===== config.mk =====
export PLATFORM = sky130hd
export DESIGN_NAME = mem_stage
export DESIGN_NICKNAME = d
export VERILOG_FILES = /design/src/rtl/mem_stage.sv
export SDC_FILE = /design/constraint.sdc
export NUM_CORES = 1
export LEC_CHECK = 0
export ABC_AREA = 1
export BUFFER_PORTS_ARGS = -buffer_cell sky130_fd_sc_hd__buf_4
export CAP_MARGIN = 5
export CORE_ASPECT_RATIO = 1.25
export CORE_MARGIN = 2
export CORE_UTILIZATION = 40
export CTS_CLUSTER_DIAMETER = 100
export CTS_CLUSTER_SIZE = 8
export DETAILED_ROUTE_END_ITERATION = 16
export GPL_ROUTABILITY_DRIVEN = 0
export HOLD_SLACK_MARGIN = 0.12
export PLACE_DENSITY = 0.7
export SETUP_SLACK_MARGIN = 0.2
export SLEW_MARGIN = 20
export SYNTH_ARGS = -nofsm -noshare
export SYNTH_HDL_FRONTEND = slang
export SYNTH_SLANG_ARGS = --single-unit

===== constraint.sdc =====
create_clock -name clk -period 1.57 [get_ports clk]
set_clock_uncertainty 0.15 [all_clocks]
set_input_delay 0.314 -clock clk [delete_from_list [all_inputs] [get_ports clk]]
set_output_delay 0.314 -clock clk [all_outputs]
set_load 0.005 [all_outputs]

===== src/rtl/mem_stage.sv =====
// Memory stage: EX/MEM capture, data-memory handshake, MEM/WB update. Build option MEM_ALIGN_CHECK_EN.
// Latency: 1 edge to MEM/WB (non-memory), k edges after capture for memory ops; stall while waiting on dmem_ack.
module mem_stage (
    input  logic        clk,
    input  logic        rst,
    input  logic        ex_valid,
    input  logic [31:0] ex_result,
    input  logic [31:0] ex_store_data,
    input  logic [4:0]  ex_reg_dest,
    input  logic [3:0]  ex_signals,
    input  logic        flush,
    output logic        stall,
    output logic        dmem_req,
    output logic        dmem_we,
    output logic [31:0] dmem_addr,
    output logic [31:0] dmem_wdata,
    input  logic [31:0] dmem_rdata,
    input  logic        dmem_ack,
    output logic [31:0] EX_MEM_op,
    output logic [4:0]  EX_MEM_reg_dest,
    output logic        EX_MEM_RegWrite,
    output logic [31:0] MEM_WB_op,
    output logic [4:0]  MEM_WB_reg_dest,
    output logic        MEM_WB_RegWrite
`ifdef MEM_ALIGN_CHECK_EN
    ,
    output logic        misaligned
`endif
);

    localparam int SIG_RW  = 3;
    localparam int SIG_M2R = 2;
    localparam int SIG_MW  = 1;
    localparam int SIG_MR  = 0;

    typedef enum logic {
        ST_IDLE = 1'b0,
        ST_WAIT = 1'b1
    } state_t;

    state_t      state_q, state_d;
    logic [31:0] em_result_q, em_result_d;
    logic [31:0] em_sdata_q, em_sdata_d;
    logic [4:0]  em_dest_q, em_dest_d;
    logic [3:0]  em_sig_q, em_sig_d;
    logic [31:0] mw_op_q, mw_op_d;
    logic [4:0]  mw_dest_q, mw_dest_d;
    logic        mw_rw_q, mw_rw_d;

    logic        in_vld;
    logic        in_mem;
    logic        em_mis;

`ifdef MEM_ALIGN_CHECK_EN
    logic        mis_q, mis_d;
    // A misaligned memory entry never issues; it drains through IDLE like an ALU op.
    assign em_mis = (em_sig_q[SIG_MW] | em_sig_q[SIG_MR]) & (em_result_q[1:0] != 2'b00);
    assign in_mem = in_vld & (ex_signals[SIG_MW] | ex_signals[SIG_MR])
                    & (ex_result[1:0] == 2'b00);
    assign misaligned = mis_q;
`else
    assign em_mis = 1'b0;
    assign in_mem = in_vld & (ex_signals[SIG_MW] | ex_signals[SIG_MR]);
`endif

    assign in_vld = ex_valid & ~flush;

    always_comb begin
        state_d     = state_q;
        em_result_d = em_result_q;
        em_sdata_d  = em_sdata_q;
        em_dest_d   = em_dest_q;
        em_sig_d    = em_sig_q;
        mw_op_d     = mw_op_q;
        mw_dest_d   = mw_dest_q;
        mw_rw_d     = 1'b0;
`ifdef MEM_ALIGN_CHECK_EN
        mis_d       = 1'b0;
`endif
        stall       = (state_q == ST_WAIT) & ~dmem_ack;

        case (state_q)
            ST_IDLE: begin
                mw_op_d   = em_result_q;
                mw_dest_d = em_dest_q;
                mw_rw_d   = em_sig_q[SIG_RW] & ~em_mis;
`ifdef MEM_ALIGN_CHECK_EN
                mis_d     = em_mis;
`endif
            end
            ST_WAIT: begin
                if (dmem_ack) begin
                    // Read-and-write combinations behave as stores, so no load data is returned.
                    mw_op_d   = (em_sig_q[SIG_M2R] & ~em_sig_q[SIG_MW]) ? dmem_rdata : em_result_q;
                    mw_dest_d = em_dest_q;
                    mw_rw_d   = em_sig_q[SIG_RW];
                end
            end
            default: state_d = ST_IDLE;
        endcase

        // Capturing only when not stalled also makes flush a no-op during an access.
        if (!stall) begin
            em_result_d = ex_result;
            em_sdata_d  = ex_store_data;
            em_dest_d   = ex_reg_dest;
            em_sig_d    = in_vld ? ex_signals : 4'b0000;
            state_d     = in_mem ? ST_WAIT : ST_IDLE;
        end
    end

    always_ff @(posedge clk) begin
        if (rst) begin
            state_q     <= ST_IDLE;
            em_result_q <= '0;
            em_sdata_q  <= '0;
            em_dest_q   <= '0;
            em_sig_q    <= '0;
            mw_op_q     <= '0;
            mw_dest_q   <= '0;
            mw_rw_q     <= 1'b0;
`ifdef MEM_ALIGN_CHECK_EN
            mis_q       <= 1'b0;
`endif
        end else begin
            state_q     <= state_d;
            em_result_q <= em_result_d;
            em_sdata_q  <= em_sdata_d;
            em_dest_q   <= em_dest_d;
            em_sig_q    <= em_sig_d;
            mw_op_q     <= mw_op_d;
            mw_dest_q   <= mw_dest_d;
            mw_rw_q     <= mw_rw_d;
`ifdef MEM_ALIGN_CHECK_EN
            mis_q       <= mis_d;
`endif
        end
    end

    // Request fields come straight from EX/MEM, which is frozen while stalled.
    assign dmem_req   = (state_q == ST_WAIT);
    assign dmem_we    = dmem_req & em_sig_q[SIG_MW];
    assign dmem_addr  = dmem_req ? em_result_q : 32'h0;
    assign dmem_wdata = dmem_req ? em_sdata_q : 32'h0;

    assign EX_MEM_op       = em_result_q;
    assign EX_MEM_reg_dest = em_dest_q;
    assign EX_MEM_RegWrite = em_sig_q[SIG_RW];
    assign MEM_WB_op       = mw_op_q;
    assign MEM_WB_reg_dest = mw_dest_q;
    assign MEM_WB_RegWrite = mw_rw_q;

endmodule


==> results_dict.tcl, run 1 <==
set metrics [dict create \
    status "complete, but fails checks" \
    violations "negative setup slack" \
    cp_top_family "buffers and inverters" \
    fin_tns_setup_ns -9.38 \
    grt_overflow 0 \
    post-route-period-util_pct 112 \
    cts_max_level 3 \
    fin_crit_ns 1.75 \
    timing.final.hold_violations 0 \
    endpoint_kind "primary output" \
    die_x_um 105 \
    rsz0062_at_grt "true" \
    wl_per_cell_um 15.0 \
    crit_start "dmem_req$_SDFFE_PP0N_" \
    synthesis.nets 873 \
    synthToLayoutAreaGrowth_pct 74.9 \
    drc_errors 0 \
    ant_nets 0 \
    pin_count 253 \
    grt_first_pass_wirelength_mm 27.5 \
    cts.path.max_buffers 2 \
    ctsRootBufferMaster "clkbuf_16" \
    cp-start-kind "register" \
    rr_startpoint "dmem_req$_SDFFE_PP0N_" \
    cts_sinks 111 \
    wl_mm 18.9 \
    ir_worst_vdd_v 0.000486 \
    drv_cap 0 \
    fin_ws_ns -0.182 \
    yosysWarnings 0 \
    grtUsageTotal_pct 25.0 \
    crit_slowest_cell "dfxtp_4" \
    worstMarginPinSlew_ns 0.456 \
    hpwl_mm 10.7 \
    synth-seq-area-share_pct 43.8 \
    critPathArrivalTime_ns 1.29 \
    die_area_sq_mm 0.0136 \
    syn_area_sq_mm 0.00508 \
    first_iter_violations 322 \
    total_power_mw 6.76 \
    min_from "flush" \
    ys_types 18 \
    cts_buffers 9 \
    io_buffers 252 \
    start_util_pct 40.5 \
    setup_viol 90 \
    place_area_sq_mm 0.00710 \
    multiInputGateArea_sq_mm 0.00225 \
    crit_path_cell_trace "buf_4, clkbuf_16, nand2_1, inv_1, buf_4" \
    path_common_cell "buf_4" \
    grt_pass1_vias 5471 \
    fillCellCount 1037 \
    syn_avg_cell_area_sq_um 6.65 \
    stdcell_area_sq_mm 0.00888 \
    crit_fanout 9 \
    cts_tree "done" \
    drt_pass1_iterations 7 \
    die_h_um 130 \
    p_leak_nw 4.93 \
    yosys_register_bits 111 \
    fin_nets 1195 \
    worst_hold_path_type "in -> reg" \
    critical_path_class "reg -> out" \
    clk_latency_ns 0.35 \
    antenna_found_initial 0 \
    routed-via-count 5958 \
    n_antenna_cell 0 \
    clk_pin_slew_ns 0.08 \
    drv_slew 0 \
    rows 46 \
    synth_cells 763 \
    vias_per_cell 4.74 \
    grt_max_degree 56 \
    fmax_mhz 571 \
    register_area_sq_mm 0.00224 \
    path_buf_inv 4 \
    core_area_sq_mm 0.0125 \
    required_ns 1.11 \
    layout-drive-gt1-share_pct 37.1 \
    power_density_mw_per_mm2 761 \
    relSlewSlack_pct 69.5 \
    slowest_delay_ns 0.36 \
]
-- metrics by stage --
stage / cells / setup slack, ns / hold slack, ns / utilization (%)
floorplan: 763 / 0.218 / 0.233 / -
CTS: 1251 / -0.149 / 0.138 / 68.1
global placement: 1146 / 0.105 / 0.326 / 56.6
detailed placement: 1146 / 0.0933 / 0.333 / 56.6
finish: 1258 / -0.182 / 0.157 / 70.8
global route: 1258 / -0.205 / 0.171 / 70.8
-- path summary, 6_finish.rpt --
kind	endpoint	slack [ns]	cells past startpoint
worst max register to register	EX_MEM_op[25]$_SDFFE_PP0N_	-0.06	7
worst min register to register	em_sig_q[1]$_SDFFE_PP0N_	0.35	2
worst max-delay path	dmem_addr[0]	-0.18	5
worst min-delay path	em_sig_q[3]$_SDFFE_PP0N_	0.16	4
-- timing repair --
item,in CTS,in global routing
resized for setup,88,97
buffers inserted,9,3
endpoints found under the hold margin,73,0
pin swaps,5,0
hold buffers,74,0
gates cloned,6,4
setup endpoints to repair,92,196
-- kinds of logic after synthesis --
| group | synth area share (%) |
|---|---|
| buf+inv | 16.6 |
| compound gates | 10.9 |
| simple gates | 28.7 |
| flops | 43.8 |
-- worst reg2reg max path, cell delays in order (launching register included) --
cell and delay, ns:
dfxtp_4 0.36, buf_12 0.16, buf_4 0.15, nand2_8 0.07
buf_12 0.16, bufbuf_16 0.30, o21ai_1 0.13, nor2_1 0.05
-- power by group --
group          leakage, nW  total (mW)  internal, mW  switching (mW)
combinational         3.87        1.36         0.784           0.572
sequential           0.924        3.15          3.00           0.151
clock                0.139        2.26          1.17            1.08
total                 4.93        6.76          4.95            1.81
-- synth_stat cells --
master	n	share of area, %
nand4_1	32	3.9
inv_2	1	0.074
buf_2	34	3.4
nand3_1	35	3.5
clkbuf_1	8	0.59
dfxtp_1	111	44
inv_1	132	9.8
a21oi_1	4	0.39
nand2_4	1	0.22
inv_4	1	0.12
o21ai_0	57	5.6
nor2_1	150	11
buf_4	1	0.15
nand2_1	133	9.8
buf_1	1	0.074
nand3_2	1	0.20
o21ai_1	50	4.9
buf_6	11	2.4
-- final cells by class --
| type | count | area share, % |
|---|---|---|
| flip-flops and latches | 111 | 25.2 |
| clock inverters | 5 | 0.423 |
| inverters | 134 | 5.75 |
| clock buffers | 11 | 2.85 |
| repair buffers | 366 | 38.0 |
| multi-input cells | 463 | 25.4 |
| well taps | 168 | 2.37 |
-- cells in the final DEF (no fill, tap or decap), drive strengths merged, types with 4 or more instances in the layout --
| cell type | count |
|---|---|
| o21ai | 107 |
| a21oi | 4 |
| buf | 286 |
| nand3 | 36 |
| dlygate4sd3 | 74 |
| inv | 136 |
| nor2 | 150 |
| clkbuf | 15 |
| nand2 | 134 |
| nand4 | 32 |
| dfxtp | 111 |
-- metal layers --
layer	global-route usage, %	part of all wire, %
met2	44.7	51
met3	3.15	6.1
met4	9.25	2.4
met5	0	0
met1	30.9	41
-- registers in the layout (all words and copies together), names as in the netlist --
signal / cells
dmem_req: 1
EX_MEM_op: 32
MEM_WB_op: 32
em_sig_q: 3
em_sdata_q: 32
MEM_WB_RegWrite: 1
EX_MEM_reg_dest: 5
MEM_WB_reg_dest: 5
(Power assumes the default switching activity.)
==> inputs of run 2 (changes only) <==
- CTS_BUF_LIST: default -> sky130_fd_sc_hd__clkbuf_4
==> run 2 against run 1 <==
Against the previous run: the flow still finishes with violations (negative setup slack); combinational power grew 32%; setup slack got worse by 0.17 ns; total power fell by 5.9%; core utilization rose by 13 points; sequential power increased by 2%; die area is the same; count of clock-buffer cells in the layout decreased by 2; final cell count grew 6.7%; hold slack better by 0.16 ns.
==> results_dict.tcl, run 2 (same netlist as run 1, synthesis figures left out) <==
set metrics [dict create \
    min_from "dmem_ack" \
    fin_nets 1277 \
    grt_pass1_vias 6230 \
    setup_viol 166 \
    status "complete, but fails checks" \
    p_leak_nw 5.70 \
    crit_slowest_cell "dfxtp_4" \
    drt_pass1_iterations 6 \
    ctsRootBufferMaster "clkbuf_4" \
    clk_latency_ns 0.47 \
    multiInputGateArea_sq_mm 0.00251 \
    timing.final.hold_violations 0 \
    critPathArrivalTime_ns 1.46 \
    crit_fanout 9 \
    routed-via-count 7034 \
    fin_cells 1342 \
    p_comb_share_pct 28.3 \
    required_ns 1.11 \
    first_iter_violations 538 \
    die_h_um 130 \
    io_buffers 252 \
    cts_tree "done" \
    relSlewSlack_pct 67.6 \
    p_int_mw 4.39 \
    die_area_sq_mm 0.0136 \
    critical_path_class "reg -> out" \
    grt_max_degree 56 \
    rr_startpoint "dmem_req$_SDFFE_PP0N_" \
    drv_slew 0 \
    switching_share_pct 31.1 \
    hpwl_mm 10.7 \
    cts.path.max_buffers 2 \
    grt_overflow 0 \
    cts_buffers 9 \
    cts_sinks 111 \
    post-route-period-util_pct 122 \
    switching_power_mw 1.98 \
    mostFrequentLayoutCells "buf_4, nor2_1, buf_6, dlygate4sd3_1, inv_1" \
    dp.cells 1146 \
    endpoint_kind "primary output" \
    fin_crit_ns 1.92 \
    cp_top_family "buffers and inverters" \
    cts_max_level 3 \
    slowest_delay_ns 0.42 \
    crit_start "dmem_req$_SDFFE_PP0N_" \
    cp-start-kind "register" \
    rows 46 \
    violations "negative setup slack" \
    grt_first_pass_wirelength_mm 31.0 \
    clk_pin_slew_ns 0.18 \
    fin_tns_setup_ns -29.46 \
    total_power_mw 6.36 \
    start_util_pct 40.5 \
    fillCellCount 711 \
    drv_cap 0 \
    worst_hold_path_type "in -> reg" \
    path_buf_inv 4 \
    antenna_found_initial 1 \
    power_density_mw_per_mm2 608 \
    core_area_sq_mm 0.0125 \
    synthToLayoutAreaGrowth_pct 106 \
    pwr-share-seq_pct 50.5 \
    vias_per_cell 5.24 \
    clockPowerShare_pct 21.3 \
    worstMarginPinSlew_ns 0.484 \
    register_area_sq_mm 0.00236 \
    wl_mm 25.3 \
    rsz0062_at_grt "true" \
    whs_ns 0.312 \
    ir_worst_vdd_v 0.000562 \
    layout_commonest_cell "buf_4" \
    drc_errors 0 \
    grtUsageTotal_pct 28.3 \
    wl_per_cell_um 18.9 \
    die_x_um 105 \
    ant_nets 0 \
    layout-drive-gt1-share_pct 50.5 \
    crit_path_cell_trace "buf_6, clkbuf_16, nand2_1, inv_1, buf_4" \
    fin_ws_ns -0.351 \
    pin_count 253 \
    fmax_mhz 520 \
]
[run 2: power by group through the flow]
stage               registers [mW]  clock network, mW  logic, mW
CTS                           3.16               1.35       1.48
detailed placement            3.19                  0      0.991
floorplan                     3.17                  0      0.448
global placement              3.19                  0      0.982
finish                        3.21               1.35       1.80
global route                  3.23               1.47       1.90
[run 2: worst register-to-register path, cell delays in order, from the launching register on]
cell and delay [ns]:
dfxtp_4 0.42, buf_12 0.15, buf_4 0.15, nand2_8 0.07, buf_12 0.16, buf_12 0.13
bufbuf_16 0.28, o21ai_1 0.12, nor2_1 0.05
[run 2: layout make-up]
class                           count  area share [%]
Inverter                          134            4.88
Antenna cell                        2          0.0478
Timing Repair Buffer              448            45.4
Clock inverter                      7           0.430
Sequential cell                   111            22.5
Multi-Input combinational cell    463            24.0
Tap cell                          168            2.01
Clock buffer                        9           0.646
[run 2: worst paths after layout]
| path | endpoint | slack, ns | cells after the start |
|---|---|---|---|
| min | em_sig_q[3]$_SDFFE_PP0N_ | 0.31 | 7 |
| min reg2reg | em_sdata_q[11]$_SDFFE_PP0N_ | 0.38 | 2 |
| max | dmem_wdata[26] | -0.35 | 5 |
| max reg2reg | EX_MEM_op[25]$_SDFFE_PP0N_ | -0.21 | 8 |
[run 2: metrics by stage]
step | instance area [sq um] | worst slack [ns] | util (%)
floorplan | 5090 | 0.218 | -
global placement | 7100 | 0.105 | 56.6
detailed placement | 7100 | 0.0933 | 56.6
CTS | 9340 | -0.321 | 74.5
global route | 10500 | -0.404 | 83.4
finish | 10500 | -0.351 | 83.4
[run 2: what timing repair did]
| item | CTS | global route |
|---|---|---|
| endpoints found under the setup margin | 182 | 254 |
| gates cloned | 8 | 19 |
| gates resized for setup | 211 | 248 |
| hold buffers | 108 | 0 |
| buffers inserted | 34 | 9 |
| hold endpoints to repair | 105 | 0 |
| pin swaps | 1 | 12 |
[run 2: metal layers]
| layer | up-vias | wire length (um) | track usage, % |
|---|---|---|---|
| met3 | 144 | 1900 | 4.55 |
| met2 | 473 | 13000 | 52.6 |
| met1 | 3248 | 8960 | 32.5 |
| met5 | - | 0 | 0 |
| met4 | 0 | 1450 | 11.8 |
| li1 | 3169 | - | - |
